**config.mk**
```make
export PLATFORM = sky130hd
export DESIGN_NAME = vga_timing_gen
export DESIGN_NICKNAME = d
export VERILOG_FILES = /design/src/rtl/vga_timing_gen.sv
export SDC_FILE = /design/constraint.sdc
export NUM_CORES = 1
export LEC_CHECK = 0
export CORE_ASPECT_RATIO = 1.75
export CORE_MARGIN = 5
export CORE_UTILIZATION = 47
export CTS_CLUSTER_DIAMETER = 150
export CTS_CLUSTER_SIZE = 25
export DETAILED_ROUTE_END_ITERATION = 16
export GPL_ROUTABILITY_DRIVEN = 0
export GPL_TIMING_DRIVEN = 0
export PLACE_DENSITY = 0.75
export REMOVE_ABC_BUFFERS = 1
export SYNTH_ARGS = -nofsm -noshare
export SYNTH_HDL_FRONTEND = slang
export SYNTH_SLANG_ARGS = --single-unit
```
**constraint.sdc**
```tcl
create_clock -name clk -period 2.4 [get_ports clk]
set_input_delay 0.48 -clock clk [delete_from_list [all_inputs] [get_ports clk]]
set_output_delay 0.48 -clock clk [all_outputs]
set_load 0.01 [all_outputs]
```
**src/rtl/vga_timing_gen.sv**
```systemverilog
// vga_timing_gen: raster timing for the 640x480 VGA path.
// Divides clk into a pixel enable, runs the horizontal/vertical counters and
// emits registered sync, visible-window and line/frame strobe outputs.
// Every output is decoded from the next-state counter values, so it lines up
// with the hCount/vCount visible in the same cycle and is glitch-free.
module vga_timing_gen #(
   parameter int CLK_DIV     = 4,
   parameter int H_TOTAL     = 800,
   parameter int H_SYNC      = 96,
   parameter int H_ACT_START = 144,
   parameter int H_ACT_END   = 783,
   parameter int V_TOTAL     = 525,
   parameter int V_SYNC      = 2,
   parameter int V_ACT_START = 35,
   parameter int V_ACT_END   = 514
) (
   input  logic       clk,
   input  logic       reset,
   output logic       hSync,
   output logic       vSync,
   output logic       bright,
   output logic [9:0] hCount,
   output logic [9:0] vCount,
   output logic       pixEn,
   output logic       lineStart,
   output logic       frameStart
);

   // Parameter legality, rejected at elaboration.
   if (CLK_DIV < 1 || CLK_DIV > 16) begin : gBadDiv
      $error("vga_timing_gen: CLK_DIV must be 1..16");
   end
   if (H_TOTAL > 1024 || V_TOTAL > 1024) begin : gBadTotal
      $error("vga_timing_gen: H_TOTAL and V_TOTAL must be <= 1024");
   end
   if (H_ACT_END >= H_TOTAL || V_ACT_END >= V_TOTAL) begin : gBadActive
      $error("vga_timing_gen: ACT_END must be below TOTAL");
   end

   localparam logic [3:0] DIV_LAST = 4'(CLK_DIV - 1);
   localparam logic [9:0] H_LAST   = 10'(H_TOTAL - 1);
   localparam logic [9:0] V_LAST   = 10'(V_TOTAL - 1);
   localparam logic [9:0] H_SYNC_W = 10'(H_SYNC);
   localparam logic [9:0] V_SYNC_W = 10'(V_SYNC);
   localparam logic [9:0] H_ACT_S  = 10'(H_ACT_START);
   localparam logic [9:0] H_ACT_E  = 10'(H_ACT_END);
   localparam logic [9:0] V_ACT_S  = 10'(V_ACT_START);
   localparam logic [9:0] V_ACT_E  = 10'(V_ACT_END);

   logic [3:0] div;
   logic [3:0] divNext;
   logic [9:0] hNext;
   logic [9:0] vNext;
   logic       tick;
   logic       hWrap;
   logic       vWrap;
   logic       pixEnNext;

   // The counters advance on the last clk of each pixel period. This is the
   // combinational form of pixEn, so with CLK_DIV=1 the counters move from the
   // very first clk after reset even though the registered pixEn still holds
   // its reset value in that clk.
   assign tick  = (div == DIV_LAST);
   assign hWrap = tick && (hCount == H_LAST);
   assign vWrap = hWrap && (vCount == V_LAST);

   // Next-state values for the divider and both raster counters.
   always_comb begin
      // NOTE: every output of this block gets a default first, so no path can
      // leave a value unassigned and infer a latch.
      divNext   = tick ? 4'd0 : div + 4'd1;
      hNext     = hCount;
      vNext     = vCount;
      pixEnNext = (divNext == DIV_LAST);
      if (tick) begin
         hNext = hWrap ? 10'd0 : hCount + 10'd1;
         if (hWrap) begin
            vNext = vWrap ? 10'd0 : vCount + 10'd1;
         end
      end
   end

   // State and output registers; reset wins over any wrap in the same clk.
   always_ff @(posedge clk) begin
      // NOTE: sequential state uses non-blocking assignments so every register
      // samples pre-edge values regardless of statement order.
      if (!reset) begin
         div        <= 4'd0;
         hCount     <= 10'd0;
         vCount     <= 10'd0;
         hSync      <= 1'b0;
         vSync      <= 1'b0;
         bright     <= 1'b0;
         pixEn      <= 1'b0;
         lineStart  <= 1'b0;
         frameStart <= 1'b0;
      end else begin
         div        <= divNext;
         hCount     <= hNext;
         vCount     <= vNext;
         hSync      <= (hNext >= H_SYNC_W);
         vSync      <= (vNext >= V_SYNC_W);
         bright     <= (hNext >= H_ACT_S) && (hNext <= H_ACT_E) &&
                       (vNext >= V_ACT_S) && (vNext <= V_ACT_E);
         pixEn      <= pixEnNext;
         lineStart  <= hWrap;
         frameStart <= vWrap;
      end
   end

endmodule

```
Word level (Yosys, flattened, before mapping):

Index checks and enable logic that the tools add are counted.

* memory bits (read-only): 0
* flip-flop bits (word level): 30
* memories kept: 0
* bits in writable memories: 0
* bits in latches: 0

* bitwise operators: 0
* mux-type cells: 6
* $add $sub $neg: 3
* reductions and logical operators: 5
* divide/modulo/power cells: 0
* eq/ne operators: 4
* $lt $le $gt $ge: 6
* shift operators: 0
* $mul: 0

Operator list (number)
* 10-bit 2-to-1 mux: 5
* 10-bit by 1-bit adder with 10-bit output (second input constant): 2
* 10-bit == test (second input constant): 2
* 10-bit less-or-equal comparator (second input constant): 2
* 10-bit by 2-bit >= comparator with 1-bit output (second input constant): 1
* 10-bit by 6-bit >= comparator with 1-bit output (second input constant): 1
* 10-bit by 7-bit >= comparator with 1-bit output (second input constant): 1
* 10-bit by 8-bit >= comparator with 1-bit output (second input constant): 1
* 4-bit by 2-bit == test with 1-bit output (second input constant): 2
* 1-bit logical AND: 5
* 4-bit by 1-bit adder with 4-bit output (second input constant): 1
* 4-bit 2-to-1 mux: 1

Depth between registers and ports, before layout:

* depth in word-level cells: 9
* mapped depth: 9
* mapped depth without buffers: 9

Worst setup path after synthesis:

No wires, ideal clock.

* kind: flip-flop to flip-flop
* start: register div[0]
* end: register bright
* slack: -0.053 ns
* arrival: 2.378 ns
* stages on the path, launching flop included: 9
* cells stage by stage: dfxtp_1 ha_1 and4bb_4 nand4_4 or4_4 mux2i_1 nand2_1 or4_1 a31oi_1

* cells in the longest elaborated chain, start to end: 9
* elaborated cells between the ends (all ways): 15
* classes of those cells: order compare: 4; eq/ne: 1; mux: 5; reduce/logical: 5

RTL lines
* from (decl): line 50 `logic [3:0] div;`
* from (signal assigned): line 98 `div <= divNext;`
* 4-bit by 2-bit == test with 1-bit output (*): line 63 `assign tick = (div == DIV_LAST);`
* 1-bit logical AND: line 64 `assign hWrap = tick && (hCount == H_LAST);`
* 1-bit logical AND: line 65 `assign vWrap = hWrap && (vCount == V_LAST);`
* 10-bit 2-to-1 mux: line 78 `vNext = vWrap ? 10'd0 : vCount + 10'd1;`
* 10-bit 2-to-1 mux: line 77 `if (hWrap) begin`
* 10-bit 2-to-1 mux: line 75 `if (tick) begin`
* 10-bit by 6-bit >= comparator with 1-bit output: line 104 `(vNext >= V_ACT_S) && (vNext <= V_ACT_E);`
* 1-bit logical AND: line 103 `bright <= (hNext >= H_ACT_S) && (hNext <= H_ACT_E) &&`
* 1-bit logical AND (*): line 104
* to (signal assigned): line 103
* to (decl): line 21 `output logic bright,`

Every way passes the cells marked *; elsewhere a longest branch is shown, timed or not.
A chain may end at the register's enable or synchronous reset.

Worst setup path in the final report:

* start: register div[1]
* end: register bright

Same word-level chain as after synthesis.

==> impl_metrics.toml <==
[synthesis]
synthXorXnorAreaFrac_pct = 6.00
synthAdderAreaFrac_pct = 3.89
async_reset_ff_share_pct = 0
synth.distinct_cells = 44
yosys.area_share.simple_pct = 34.0
synth_warnings = 0
synth-seq-cells = 30
muxShareOfSynthArea_pct = 1.87
synth_compound_area_share_pct = 14.3
yosysSeqAreaShare_pct = 37.4
ys.flop_type = "dfxtp_1"
synth_top_family_by_area = "simple AND/OR/NAND/NOR gates"
synth_edf_count = 0
synth.area.top_cells = "dfxtp_1 (37%), nor2_1 (6.1%), nand2_1 (4.2%)"
yosysTopAreaCellShare_pct = 37.4
yosysTopAreaCell = "dfxtp_1"
synthCells = 195
syn_area_um2 = 1610
syn_area_per_cell_um2 = 8.24

[final_layout]
area_growth_syn_to_layout_pct = 32.2
multi_input_area_um2 = 1010
final_cell_mix = "dfxtp_1 (27), clkdlybuf4s50_1 (27), nor2_1 (26)"
seqCellArea_um2 = 609
antenna_cells = 0
num-fill-cells = 284
nets = 241
drive_gt1_share_pct = 13.7
final_util_pct = 63.8

[timing]
rsz0062_at_grt = "true"
tns_ps = -73.4
timing.fmax_mhz = 404
final-max-slew-violation-count = 0
hold_ws_ps = 485
fin_skew_ps = 7.99
finalCriticalPeriod_ps = 2470
fin_crit_sh_pct = 103
hold_viol = 0
relSlewSlack_pct = 53.5
tightestPinTransition_ps = 696
setup_viol_count_final = 1
fin_ws_ps = -73.4

[cts]
clk_latency_ps = 280
path_clk_slew_ps = 60
cts.sinks = 30
cts_tree = "done"
numCtsBuffers = 5
ctsHoldBuffers = 0
cts-root-buf = "clkbuf_8"
clockBufferDepth = 2
htree_levels = 2

[detailed_routing]
postRouteAntennaNets = 0
vias_per_cell = 5.60
routed_wl_mm = 3.92
vias = 1557
drc_errors = 0
wl_per_cell_um = 14.1
dr.first_iter.drc_count = 68
first_pass_iters = 4

[grt]
grt_overflow = 0
antenna_found_initial = 0
grt_first_pass_wirelength_mm = 6.43
grtUsageTotal_pct = 18.7
grt_max_degree = 24
grt_pass1_vias = 1451

[worst_setup_path]
startpoint_type = "flip-flop"
cp_slowest_cell = "or4_4"
cpPeakStageDelay_ps = 530
worst-setup-path-type = "flip-flop to flip-flop"
critPathMaxFanout = 6
required_ps = 2610
crit_family = "simple AND/OR/NAND/NOR gates"
path_buf_inv = 0
crit_chain = "ha_4 > and4bb_4 > nand4_4 > or4_4 > mux2i_1 > nand2_1 > or4_1 > a31oi_1"
arrival_ps = 2690
endpoint_kind = "flip-flop"

[die]
pin_count = 28
die_w_um = 54.2
coreArea_um2 = 3330
die_h_um = 87.3
die_area_um2 = 4730
initial_utilization_pct = 48.3
fp-row-count = 28

[run_status]
status = "finished, violations left"
failed_checks = "setup timing"

[placement]
hpwl_mm = 2.65
dp_slack_ps = -271
io_buffers = 27

[pwr]
vdd_ir_drop_max_v = 0.000422
power_density_nw_per_um2 = 449
cellLeakagePower_uw = 0.000734

[hold_path]
hp-class = "flip-flop to flip-flop"

[run]
cap_violations = 0
[report_power, final]
part           internal (uW)  switching (uW)  leakage (uW)  total (uW)
clock network            221             183     0.0000431         404
registers                506            6.82      0.000244         512
logic                   16.8            19.9      0.000447        36.7
[sequential cells by signal, indices dropped and copies added (netlist names)]
register and count:
div 4, hCount 10, pixEn 1, hSync 1, bright 1, vCount 10, frameStart 1, lineStart 1
vSync 1
[logic make-up after synthesis]
group / count (synthesis)
buffers and inverters: 11
flip-flops: 30
AO/OA/AOI/OAI: 36
adder cells (fa/ha/maj): 5
XOR/XNOR: 11
multiplexers: 3
AND/OR/NAND/NOR: 99
[layout make-up]
| type | count | share of cell area (%) |
|---|---|---|
| well taps | 45 | 2.65 |
| flip-flops and latches | 30 | 28.7 |
| multi-input cells | 154 | 47.4 |
| repair buffers | 37 | 16.3 |
| clock buffers | 6 | 3.89 |
| inverters | 6 | 1.06 |
[per-stage QoR]
stage                     instance area [um2]  power (uW)  cells
after floorplan                          1590         540    190
after global placement                   1910         554    262
after detailed placement                 1910         554    262
after CTS                                2090         965    276
after global routing                     2120         998    278
final                                    2120         953    278
[synth_stat cells (5+ instances only)]
cell	n
dfxtp_1	30
nand3_1	13
nor2_1	26
clkbuf_1	5
a21oi_1	10
o21ai_0	10
nor3_1	5
ha_1	5
and2_1	7
xor2_1	6
inv_1	6
xnor2_1	5
nand2_1	18
[path summary, 6_finish.rpt]
path	from	endpoint	slack, ps	depth (start not counted)
setup / recovery	div[1]	bright	-70	8
hold / removal	hCount[1]	hCount[1]	480	2
setup reg to reg	div[1]	bright	-70	8
hold reg to reg	hCount[1]	hCount[1]	480	2
[worst reg2reg max path: stages (launching register included)]
cell,delay [ps]
dfxtp_4,370
ha_4,150
and4bb_4,280
nand4_4,160
or4_4,530
mux2i_1,190
nand2_1,130
or4_1,470
a31oi_1,130
[timing repair]
item / CTS / global route
setup buffers: 8 / 2
setup endpoints to repair: 2 / 2
resized for setup: 9 / 4
pin swaps: 3 / 1
[per-layer routing]
layer | global-route usage [%] | routed length (um)
met5 | 0 | 0
met3 | 4.63 | 174
met1 | 19.2 | 1500
met2 | 32.3 | 2100
met4 | 11.3 | 134
No activity file was read; power rests on OpenSTA's default activity.
